`src/rtl/decode_pkg.sv`:
```
// Shared encodings and types for the decode front end: opcode/func constants,
// the op_class_t classification and the immediate format selector.
package decode_pkg;

    localparam logic [6:0] OP_LUI      = 7'b0110111;
    localparam logic [6:0] OP_BRANCH   = 7'b1100011;
    localparam logic [6:0] OP_LOAD     = 7'b0000011;
    localparam logic [6:0] OP_STORE    = 7'b0100011;
    localparam logic [6:0] OP_IMM      = 7'b0010011;
    localparam logic [6:0] OP_REG      = 7'b0110011;
    localparam logic [6:0] OP_SYSTEM   = 7'b1110011;
    localparam logic [6:0] OP_BACKDOOR = 7'b0001011;

    localparam logic [2:0] F3_BEQ   = 3'b000;
    localparam logic [2:0] F3_BNE   = 3'b001;
    localparam logic [2:0] F3_W     = 3'b010;
    localparam logic [2:0] F3_ADD   = 3'b000;
    localparam logic [2:0] F3_SLL   = 3'b001;
    localparam logic [2:0] F3_XOR   = 3'b100;
    localparam logic [2:0] F3_SRL   = 3'b101;
    localparam logic [2:0] F3_OR    = 3'b110;
    localparam logic [2:0] F3_AND   = 3'b111;
    localparam logic [2:0] F3_PRIV  = 3'b000;
    localparam logic [2:0] F3_CSRRW = 3'b001;

    localparam logic [6:0] F7_ZERO = 7'h00;
    localparam logic [6:0] F7_SUB  = 7'h20;

    localparam logic [11:0] IMM_ECALL = 12'h000;
    localparam logic [11:0] IMM_MRET  = 12'h302;

    typedef enum logic [3:0] {
        CLS_NONE     = 4'd0,
        CLS_LUI      = 4'd1,
        CLS_BRANCH   = 4'd2,
        CLS_LOAD     = 4'd3,
        CLS_STORE    = 4'd4,
        CLS_ALU_IMM  = 4'd5,
        CLS_ALU_REG  = 4'd6,
        CLS_ECALL    = 4'd7,
        CLS_MRET     = 4'd8,
        CLS_CSRRW    = 4'd9,
        CLS_BACKDOOR = 4'd10,
        CLS_ILLEGAL  = 4'd11
    } op_class_t;

    typedef enum logic [2:0] {
        IMM_NONE  = 3'd0,
        IMM_I     = 3'd1,
        IMM_CSR   = 3'd2,
        IMM_SHAMT = 3'd3,
        IMM_S     = 3'd4,
        IMM_B     = 3'd5,
        IMM_U     = 3'd6
    } imm_fmt_t;

endpackage

```
`src/rtl/inst_classify.sv`:
```
// Combinational legality check: maps an instruction word to its class,
// immediate format and which register fields the class actually uses.
module inst_classify
    import decode_pkg::*;
#(
    parameter bit ENABLE_EXT      = 1'b0,
    parameter bit ENABLE_BACKDOOR = 1'b0
) (
    input  logic [31:0] inst,
    output op_class_t   cls,
    output imm_fmt_t    fmt,
    output logic        use_rd,
    output logic        use_rs1,
    output logic        use_rs2
);

    logic [6:0] opcode;
    logic [2:0] f3;
    logic [6:0] f7;

    assign opcode = inst[6:0];
    assign f3     = inst[14:12];
    assign f7     = inst[31:25];

    always_comb begin
        cls     = CLS_ILLEGAL;
        fmt     = IMM_NONE;
        use_rd  = 1'b0;
        use_rs1 = 1'b0;
        use_rs2 = 1'b0;
        case (opcode)
            OP_LUI: begin
                cls = CLS_LUI; fmt = IMM_U; use_rd = 1'b1;
            end
            OP_BRANCH: begin
                if (f3 == F3_BEQ || (ENABLE_EXT && f3 == F3_BNE)) begin
                    cls = CLS_BRANCH; fmt = IMM_B; use_rs1 = 1'b1; use_rs2 = 1'b1;
                end
            end
            OP_LOAD: begin
                if (f3 == F3_W) begin
                    cls = CLS_LOAD; fmt = IMM_I; use_rd = 1'b1; use_rs1 = 1'b1;
                end
            end
            OP_STORE: begin
                if (f3 == F3_W) begin
                    cls = CLS_STORE; fmt = IMM_S; use_rs1 = 1'b1; use_rs2 = 1'b1;
                end
            end
            OP_IMM: begin
                if (f3 == F3_ADD) begin
                    cls = CLS_ALU_IMM; fmt = IMM_I; use_rd = 1'b1; use_rs1 = 1'b1;
                end else if (f7 == F7_ZERO && (f3 == F3_SRL || (ENABLE_EXT && f3 == F3_SLL))) begin
                    cls = CLS_ALU_IMM; fmt = IMM_SHAMT; use_rd = 1'b1; use_rs1 = 1'b1;
                end
            end
            OP_REG: begin
                if ((f3 == F3_ADD && f7 == F7_ZERO) ||
                    (ENABLE_EXT && f3 == F3_ADD && f7 == F7_SUB) ||
                    (ENABLE_EXT && f7 == F7_ZERO &&
                     (f3 == F3_XOR || f3 == F3_OR || f3 == F3_AND))) begin
                    cls = CLS_ALU_REG; use_rd = 1'b1; use_rs1 = 1'b1; use_rs2 = 1'b1;
                end
            end
            OP_SYSTEM: begin
                // ECALL/MRET are only recognised with the exact canonical encoding
                if (f3 == F3_PRIV && inst[11:7] == 5'd0 && inst[19:15] == 5'd0) begin
                    if (inst[31:20] == IMM_ECALL)     cls = CLS_ECALL;
                    else if (inst[31:20] == IMM_MRET) cls = CLS_MRET;
                end else if (f3 == F3_CSRRW) begin
                    cls = CLS_CSRRW; fmt = IMM_CSR; use_rd = 1'b1; use_rs1 = 1'b1;
                end
            end
            OP_BACKDOOR: begin
                if (ENABLE_BACKDOOR) begin
                    cls = CLS_BACKDOOR; use_rd = 1'b1; use_rs1 = 1'b1; use_rs2 = 1'b1;
                end
            end
            default: ;
        endcase
    end

endmodule

```
`src/rtl/decode_stage.sv`:
```
// Registered decode stage: valid/ready output register, immediate assembly and
// a saturating count of illegal instructions handed downstream.
module decode_stage
    import decode_pkg::*;
#(
    parameter int XLEN            = 32,
    parameter bit ENABLE_EXT      = 1'b0,
    parameter bit ENABLE_BACKDOOR = 1'b0,
    parameter int CNT_W           = 16
) (
    input  logic             clk,
    input  logic             rst_n,
    input  logic             in_valid,
    output logic             in_ready,
    input  logic [31:0]      in_inst,
    input  logic [XLEN-1:0]  in_pc,
    input  logic             flush,
    output logic             out_valid,
    input  logic             out_ready,
    output logic [XLEN-1:0]  out_pc,
    output logic [31:0]      out_inst,
    output op_class_t        out_class,
    output logic [4:0]       out_rd,
    output logic [4:0]       out_rs1,
    output logic [4:0]       out_rs2,
    output logic [XLEN-1:0]  out_imm,
    output logic             out_illegal,
    input  logic             cnt_clear,
    output logic [CNT_W-1:0] illegal_cnt
);

    op_class_t cls;
    imm_fmt_t  fmt;
    logic      use_rd, use_rs1, use_rs2;

    inst_classify #(
        .ENABLE_EXT      (ENABLE_EXT),
        .ENABLE_BACKDOOR (ENABLE_BACKDOOR)
    ) u_classify (
        .inst    (in_inst),
        .cls     (cls),
        .fmt     (fmt),
        .use_rd  (use_rd),
        .use_rs1 (use_rs1),
        .use_rs2 (use_rs2)
    );

    // All formats are built as 32 bits with bit 31 as the sign, then widened
    logic [31:0]     imm32;
    logic [XLEN-1:0] imm_ext;

    always_comb begin
        imm32 = '0;
        case (fmt)
            IMM_I:     imm32 = {{20{in_inst[31]}}, in_inst[31:20]};
            IMM_CSR:   imm32 = {20'd0, in_inst[31:20]};
            IMM_SHAMT: imm32 = {27'd0, in_inst[24:20]};
            IMM_S:     imm32 = {{20{in_inst[31]}}, in_inst[31:25], in_inst[11:7]};
            IMM_B:     imm32 = {{19{in_inst[31]}}, in_inst[31], in_inst[7],
                                in_inst[30:25], in_inst[11:8], 1'b0};
            IMM_U:     imm32 = {in_inst[31:12], 12'd0};
            default:   imm32 = '0;
        endcase
    end

    assign imm_ext = XLEN'($signed(imm32));

    logic             valid_q, valid_d;
    logic [XLEN-1:0]  pc_q, pc_d;
    logic [31:0]      inst_q, inst_d;
    op_class_t        cls_q, cls_d;
    logic [4:0]       rd_q, rd_d, rs1_q, rs1_d, rs2_q, rs2_d;
    logic [XLEN-1:0]  imm_q, imm_d;
    logic [CNT_W-1:0] cnt_q, cnt_d;
    logic             load, fire_illegal;

    assign in_ready     = !valid_q || out_ready;
    assign load         = in_valid && in_ready && !flush;
    assign fire_illegal = valid_q && out_ready && (cls_q == CLS_ILLEGAL);

    always_comb begin
        valid_d = valid_q;
        pc_d    = pc_q;
        inst_d  = inst_q;
        cls_d   = cls_q;
        rd_d    = rd_q;
        rs1_d   = rs1_q;
        rs2_d   = rs2_q;
        imm_d   = imm_q;
        if (flush) begin
            valid_d = 1'b0;
        end else if (load) begin
            valid_d = 1'b1;
            pc_d    = in_pc;
            inst_d  = in_inst;
            cls_d   = cls;
            rd_d    = use_rd  ? in_inst[11:7]  : 5'd0;
            rs1_d   = use_rs1 ? in_inst[19:15] : 5'd0;
            rs2_d   = use_rs2 ? in_inst[24:20] : 5'd0;
            imm_d   = imm_ext;
        end else if (valid_q && out_ready) begin
            valid_d = 1'b0;
        end
    end

    // A handshake in the flush cycle still counts; the squashed entry never does
    always_comb begin
        cnt_d = cnt_q;
        if (cnt_clear)
            cnt_d = '0;
        else if (fire_illegal && cnt_q != {CNT_W{1'b1}})
            cnt_d = cnt_q + CNT_W'(1);
    end

    always_ff @(posedge clk) begin
        if (!rst_n) begin
            valid_q <= 1'b0;
            pc_q    <= '0;
            inst_q  <= '0;
            cls_q   <= CLS_NONE;
            rd_q    <= '0;
            rs1_q   <= '0;
            rs2_q   <= '0;
            imm_q   <= '0;
            cnt_q   <= '0;
        end else begin
            valid_q <= valid_d;
            pc_q    <= pc_d;
            inst_q  <= inst_d;
            cls_q   <= cls_d;
            rd_q    <= rd_d;
            rs1_q   <= rs1_d;
            rs2_q   <= rs2_d;
            imm_q   <= imm_d;
            cnt_q   <= cnt_d;
        end
    end

    assign out_valid   = valid_q;
    assign out_pc      = pc_q;
    assign out_inst    = inst_q;
    assign out_class   = cls_q;
    assign out_rd      = rd_q;
    assign out_rs1     = rs1_q;
    assign out_rs2     = rs2_q;
    assign out_imm     = imm_q;
    assign out_illegal = (cls_q == CLS_ILLEGAL);
    assign illegal_cnt = cnt_q;

endmodule

```
`config.mk`:
```
export PLATFORM = sky130hd
export DESIGN_NAME = decode_stage
export DESIGN_NICKNAME = d
export VERILOG_FILES = /design/src/rtl/decode_pkg.sv /design/src/rtl/inst_classify.sv /design/src/rtl/decode_stage.sv
export SDC_FILE = /design/constraint.sdc
export NUM_CORES = 1
export LEC_CHECK = 0
export ABC_AREA = 1
export BUFFER_PORTS_ARGS = -buffer_cell sky130_fd_sc_hd__buf_2
export CAP_MARGIN = 30
export CORE_AREA = 2 2 119 109
export DETAILED_ROUTE_END_ITERATION = 6
export DIE_AREA = 0 0 121 111
export MAX_ROUTING_LAYER = met4
export PLACE_DENSITY = 0.83
export SETUP_SLACK_MARGIN = 0.02
export SLEW_MARGIN = 20
export SYNTH_ARGS = -nofsm -noshare
export SYNTH_HDL_FRONTEND = slang
export SYNTH_HIERARCHICAL = 1
export SYNTH_SLANG_ARGS = --single-unit
export TNS_END_PERCENT = 100
```
`constraint.sdc`:
```
create_clock -name clk -period 2.5 [get_ports clk]
set_input_delay 0.5 -clock clk [delete_from_list [all_inputs] [get_ports clk]]
set_output_delay 0.5 -clock clk [all_outputs]
set_load 0.05 [all_outputs]
```
After elaboration in Yosys (flattened, before gate mapping):

Index checks and enable logic that the tools add are counted.

* output and inout bits: 134
* register bits after elaboration: 132
* input bits: 70

* bitwise logic cells: 2
* add/subtract/negate cells: 1
* eq/ne operators: 19
* reduce and logical (&&, ||, !) cells: 22
* multiplexer cells: 35

Operator list (number)
* $pmux W32 S6: 1
* $mux W4: 8
* $pmux W4 S7: 1
* $eq A7 B6 Y1 const B: 3
* $pmux W3 S6: 1
* $add A16 B1 Y16 const B: 1
* $ne A16 B16 Y1 const B: 1
* $mux W5: 3
* $eq A7 B7 Y1 const B: 2
* $eq A12 B10 Y1 const B: 1
* $eq A3 B3 Y1 const B: 4
* $logic_not A12 Y1: 1
* $mux W3: 4
* $logic_not A5 Y1: 2
* $mux W1: 10
* $pmux W1 S5: 2
* $eq A3 B2 Y1 const B: 3
* $logic_and A1 B1 Y1: 9
* $mux W2: 4
* $eq A7 B2 Y1 const B: 1
* $eq A7 B5 Y1 const B: 1
* $logic_not A7 Y1: 1
* $eq A3 B1 Y1 const B: 2
* $reduce_or A2 Y1: 3
* other kinds (8): 10

Depth between registers and ports, before layout:

* word-level depth: 7
* mapped depth: 14
* depth with buffers taken out: 14

Modules after synthesis:

The synthesis kept the hierarchy.

Modules (own cells, without submodules)
* decode_stage: sequential area each 2642.5 µm², times used 1, area an instance 5301.3 µm², cells an instance 719
* inst_classify: sequential area each 0.0 µm², times used 1, area an instance 656.9 µm², cells an instance 140

Least setup slack after synthesis:

OpenSTA, ideal clock, no wires.

* path type: input port to flip-flop
* from: input in_inst[6]
* to: register imm_q[21] (netlist: out_imm[21])
* data arrival time: 1.994 ns
* path buffers: 2
* cell stages on the path: 12
* path slack: 0.374 ns
* cell sequence: buf_6 > nor2_2 > nand2_1 > inv_1 > nand2_1 > o211ai_1 > inv_2 > o211ai_1 > clkbuf_2 > o21ai_0 > nand2_1 > a21oi_1

* longest elaborated chain between the ends: 4

RTL lines
* start: declaration: RTL line decode_stage.sv:15 `input logic [31:0] in_inst,`
* $eq A7 B7 Y1, or another cell as far along: RTL line inst_classify.sv:31 `case (opcode)`
* $pmux W3 S6 (*): RTL line inst_classify.sv:31
* via fmt[1]: RTL line decode_stage.sv:33 `imm_fmt_t fmt;`
* $eq A3 B3 Y1, or another cell as far along: RTL line decode_stage.sv:54 `case (fmt)`
* $pmux W32 S6 (*): RTL line decode_stage.sv:54
* end signal: assignment: RTL line decode_stage.sv:134 `imm_q <= imm_d;`
* end: declaration: RTL line decode_stage.sv:73 `logic [XLEN-1:0] imm_q, imm_d;`

The timed path passes the listed nets; every way through them passes the cells marked *.
A chain may end at the register's enable or synchronous reset.

Final worst setup path:

* from: input in_inst[1]
* to: register imm_q[16] (netlist: out_imm[16])

The elaborated chain is that of the path after synthesis.

==> flow_summary.yaml <==
synth:
  synth_edf_count: 0
  synth_top_cell_by_area: "dfxtp_1"
  synth_adder_area_share: 0.00210
  synth-xor-area-share: 0.00882
  synth_top_area_frac: 0.444
  synth_area_per_cell_sq_um: 6.94
  syn_nets: 930
  synth_top_family_by_area: "simple AND/OR/NAND/NOR gates"
  synth-main-ff-cell: "dfxtp_1"
  synth_area_sq_um: 5960
  ys_seq_area_frac: 0.444
  synth_warnings: 6
  synthMuxAreaShare: 0
  syn-instance-count: 859
  synth.area.top_cells: "dfxtp_1, nand2_1, nor2_1, a21oi_1, nand3_1"
  synth_simple_gate_area_share: 0.320
  yosys_register_bits: 132
  synth_compound_area_frac: 0.143
  ys_async_sr_fraction: 0
  synth.distinct_cells: 32
power_and_ir_drop:
  power_density_nw_per_um2: 707
  power.leakage_uw: 0.00361
  peakVddDrop_v: 0.000657
critical_path:
  ff2ff_setup_slack_ps: 800
  worstSetupEndpoint: "out_imm[16]$_SDFFE_PN0P_"
  crit_start: "in_inst[1]"
  cp-end-kind: "flop"
  reg2regPathDepth: 8
  timing.rr.end: "illegal_cnt[13]$_SDFFE_PP0P_"
  startpoint_type: "input port"
  critPathRequiredTime_ps: 2850
  path_max_fanout: 19
  critPathKind: "input port to flop"
  worstReg2RegStart: "illegal_cnt[0]$_SDFFE_PP0P_"
  worstPathArrival_ps: 2380
timing:
  rsz0062_at_grt: "no"
  worst_slew_pin_slew_ps: 565
  fin_worst_skew_ps: 15.6
  min_period_ps: 2030
  hold_viol_final: 0
  finalSetupViolCount: 0
  maxSlewViolCount: 0
  relSlewSlack: 0.623
  finalCritPeriodShare: 0.813
  worst_slack_ps: 467
  setup-tns-final_ps: 0
  max_freq_mhz: 492
run:
  cap_violations: 0
floorplan:
  die_h_microns: 111
  dieArea_sq_um: 13400
  num_io_pins: 204
  start_util: 0.483
  die_w_microns: 121
  core_area_sq_um: 12300
  fp-row-count: 39
cells_and_area:
  syn_to_final_growth_pct: 28.3
  diodes: 0
  final_cell_mix: "buf_2, nand2_1, nor2_1"
  final_common_cell: "buf_2"
  fill_cells: 1143
  final_util: 0.619
  drive_above_1_share: 0.265
  nets: 1121
global_routing:
  grt_pass1_vias: 5802
  grt.overflow.total: 0
  grt_use_total: 0.266
  grt_pass1_wl_mm: 27.9
  grt_antenna_before_repair: 0
  grt_start_max_net_pins: 123
clock_network:
  holdBufCountCts: 0
  clk_transition_reported_paths_ps: 60
  cts.sinks: 132
  post-cts-setup-buffers: 0
  htreeDepth: 4
  cts_resized: 0
  cts-root-buf: "clkbuf_16"
  cts_buffers: 17
  cts_buffer_depth: 2
  clk_latency_ps: 420
  tritoncts: "done"
routing:
  drt_iter0_markers: 431
  drc: 0
  num_vias: 6278
  ant_nets: 0
  first_pass_iters: 4
  wl_per_cell_microns: 14.2
  viasPerCell: 5.12
  routed_wl_mm: 17.4
placed_design:
  port_buffers: 203
  hpwl_mm: 12.2
  pre_cts_ws_ps: 95.5
  globalplace.congestion: 0.927
min_path:
  hp-class: "input port to flop"
  hp-start: "in_pc[31]"
run_status:
  status: "finished clean"
routing by layer:
layer	vias to the layer above	global-route usage	part of all wire
li1	3147	-	-
met1	2865	0.346	0.45
met5	-	-	0
met3	26	0.0602	0.072
met4	0	0.0922	0.016
met2	240	0.408	0.46
where the power goes:
group / total [uW] / leakage, uW / switching, uW / internal (uW)
sequential: 2210 / 0.00108 / 35.2 / 2180
clock: 2520 / 0.000294 / 887 / 1630
combinational: 671 / 0.00224 / 511 / 160
layout make-up:
cell class                 count  area (sq um)  area share
inverter                      67           253      0.0331
multi-input combinational    619          2830       0.370
clock buffer                  21           470      0.0615
clock inverter                10           130      0.0170
sequential                   132          2640       0.346
timing repair buffer         213          1120       0.146
tap                          164           205      0.0268
sequential cells by signal, summed over array words and instances (netlist names):
signal       count
illegal_cnt     16
out_rs1          5
out_rd           5
out_rs2          5
out_class        4
out_valid        1
out_pc          32
out_imm         32
out_inst        32
cells in the mapped netlist (3+ instances only):
library cell / instances
nand3b_1: 3
nor2_2: 10
inv_1: 56
nand3_1: 69
nand2_1: 193
dfxtp_1: 132
buf_2: 8
o21ai_0: 67
nand3_2: 5
nor2_1: 138
buf_6: 5
nor3_1: 3
o21ai_1: 10
clkbuf_1: 18
a21oi_1: 88
buf_4: 9
nand2_2: 9
xor2_1: 3
nand4_1: 6
xnor2_1: 3
inv_2: 9
nor2_4: 3
worst max-delay path: stages:
cell and delay (ps):
buf_2 110, nand2_2 130, inv_2 80, nand2_1 130
nor2_1 90, nand2_1 130, nand3_1 170, inv_1 180
nand3_2 350, o21ai_0 300, nand2_1 80, a21oi_1 130
worst min path at each step:
stage                                           end  slack (ps)  cells past startpoint
after floorplan              out_valid$_SDFFE_PP0P_         580                      1
after global placement    out_inst[16]$_SDFFE_PN0P_         450                      2
after detailed placement   out_inst[8]$_SDFFE_PN0P_         450                      2
after CTS                    out_valid$_SDFFE_PP0P_         280                      2
after global routing         out_pc[5]$_SDFFE_PN0P_         300                      3
final                       out_pc[31]$_SDFFE_PN0P_         300                      3
logic make-up after synthesis:
kind of cell / count (synthesis)
DFF: 132
buffers and inverters: 108
AOI/OAI and AO/OA: 169
and+or+nand+nor: 443
xor gates and xnor gates: 6
adders and majority gates: 1
stage by stage:
stage / area, sq um / hold slack (ps) / total power (uW) / std cells
3_3_place_gp: 7040 / 445 / 2910 / 1195
2_1_floorplan: 5960 / 578 / 2720 / 859
3_5_place_dp: 7040 / 450 / 2920 / 1195
5_1_grt: 7640 / 300 / 5580 / 1226
6_report: 7640 / 305 / 5400 / 1226
4_1_cts: 7640 / 281 / 5440 / 1226
Power figures use the tool's default switching activity.
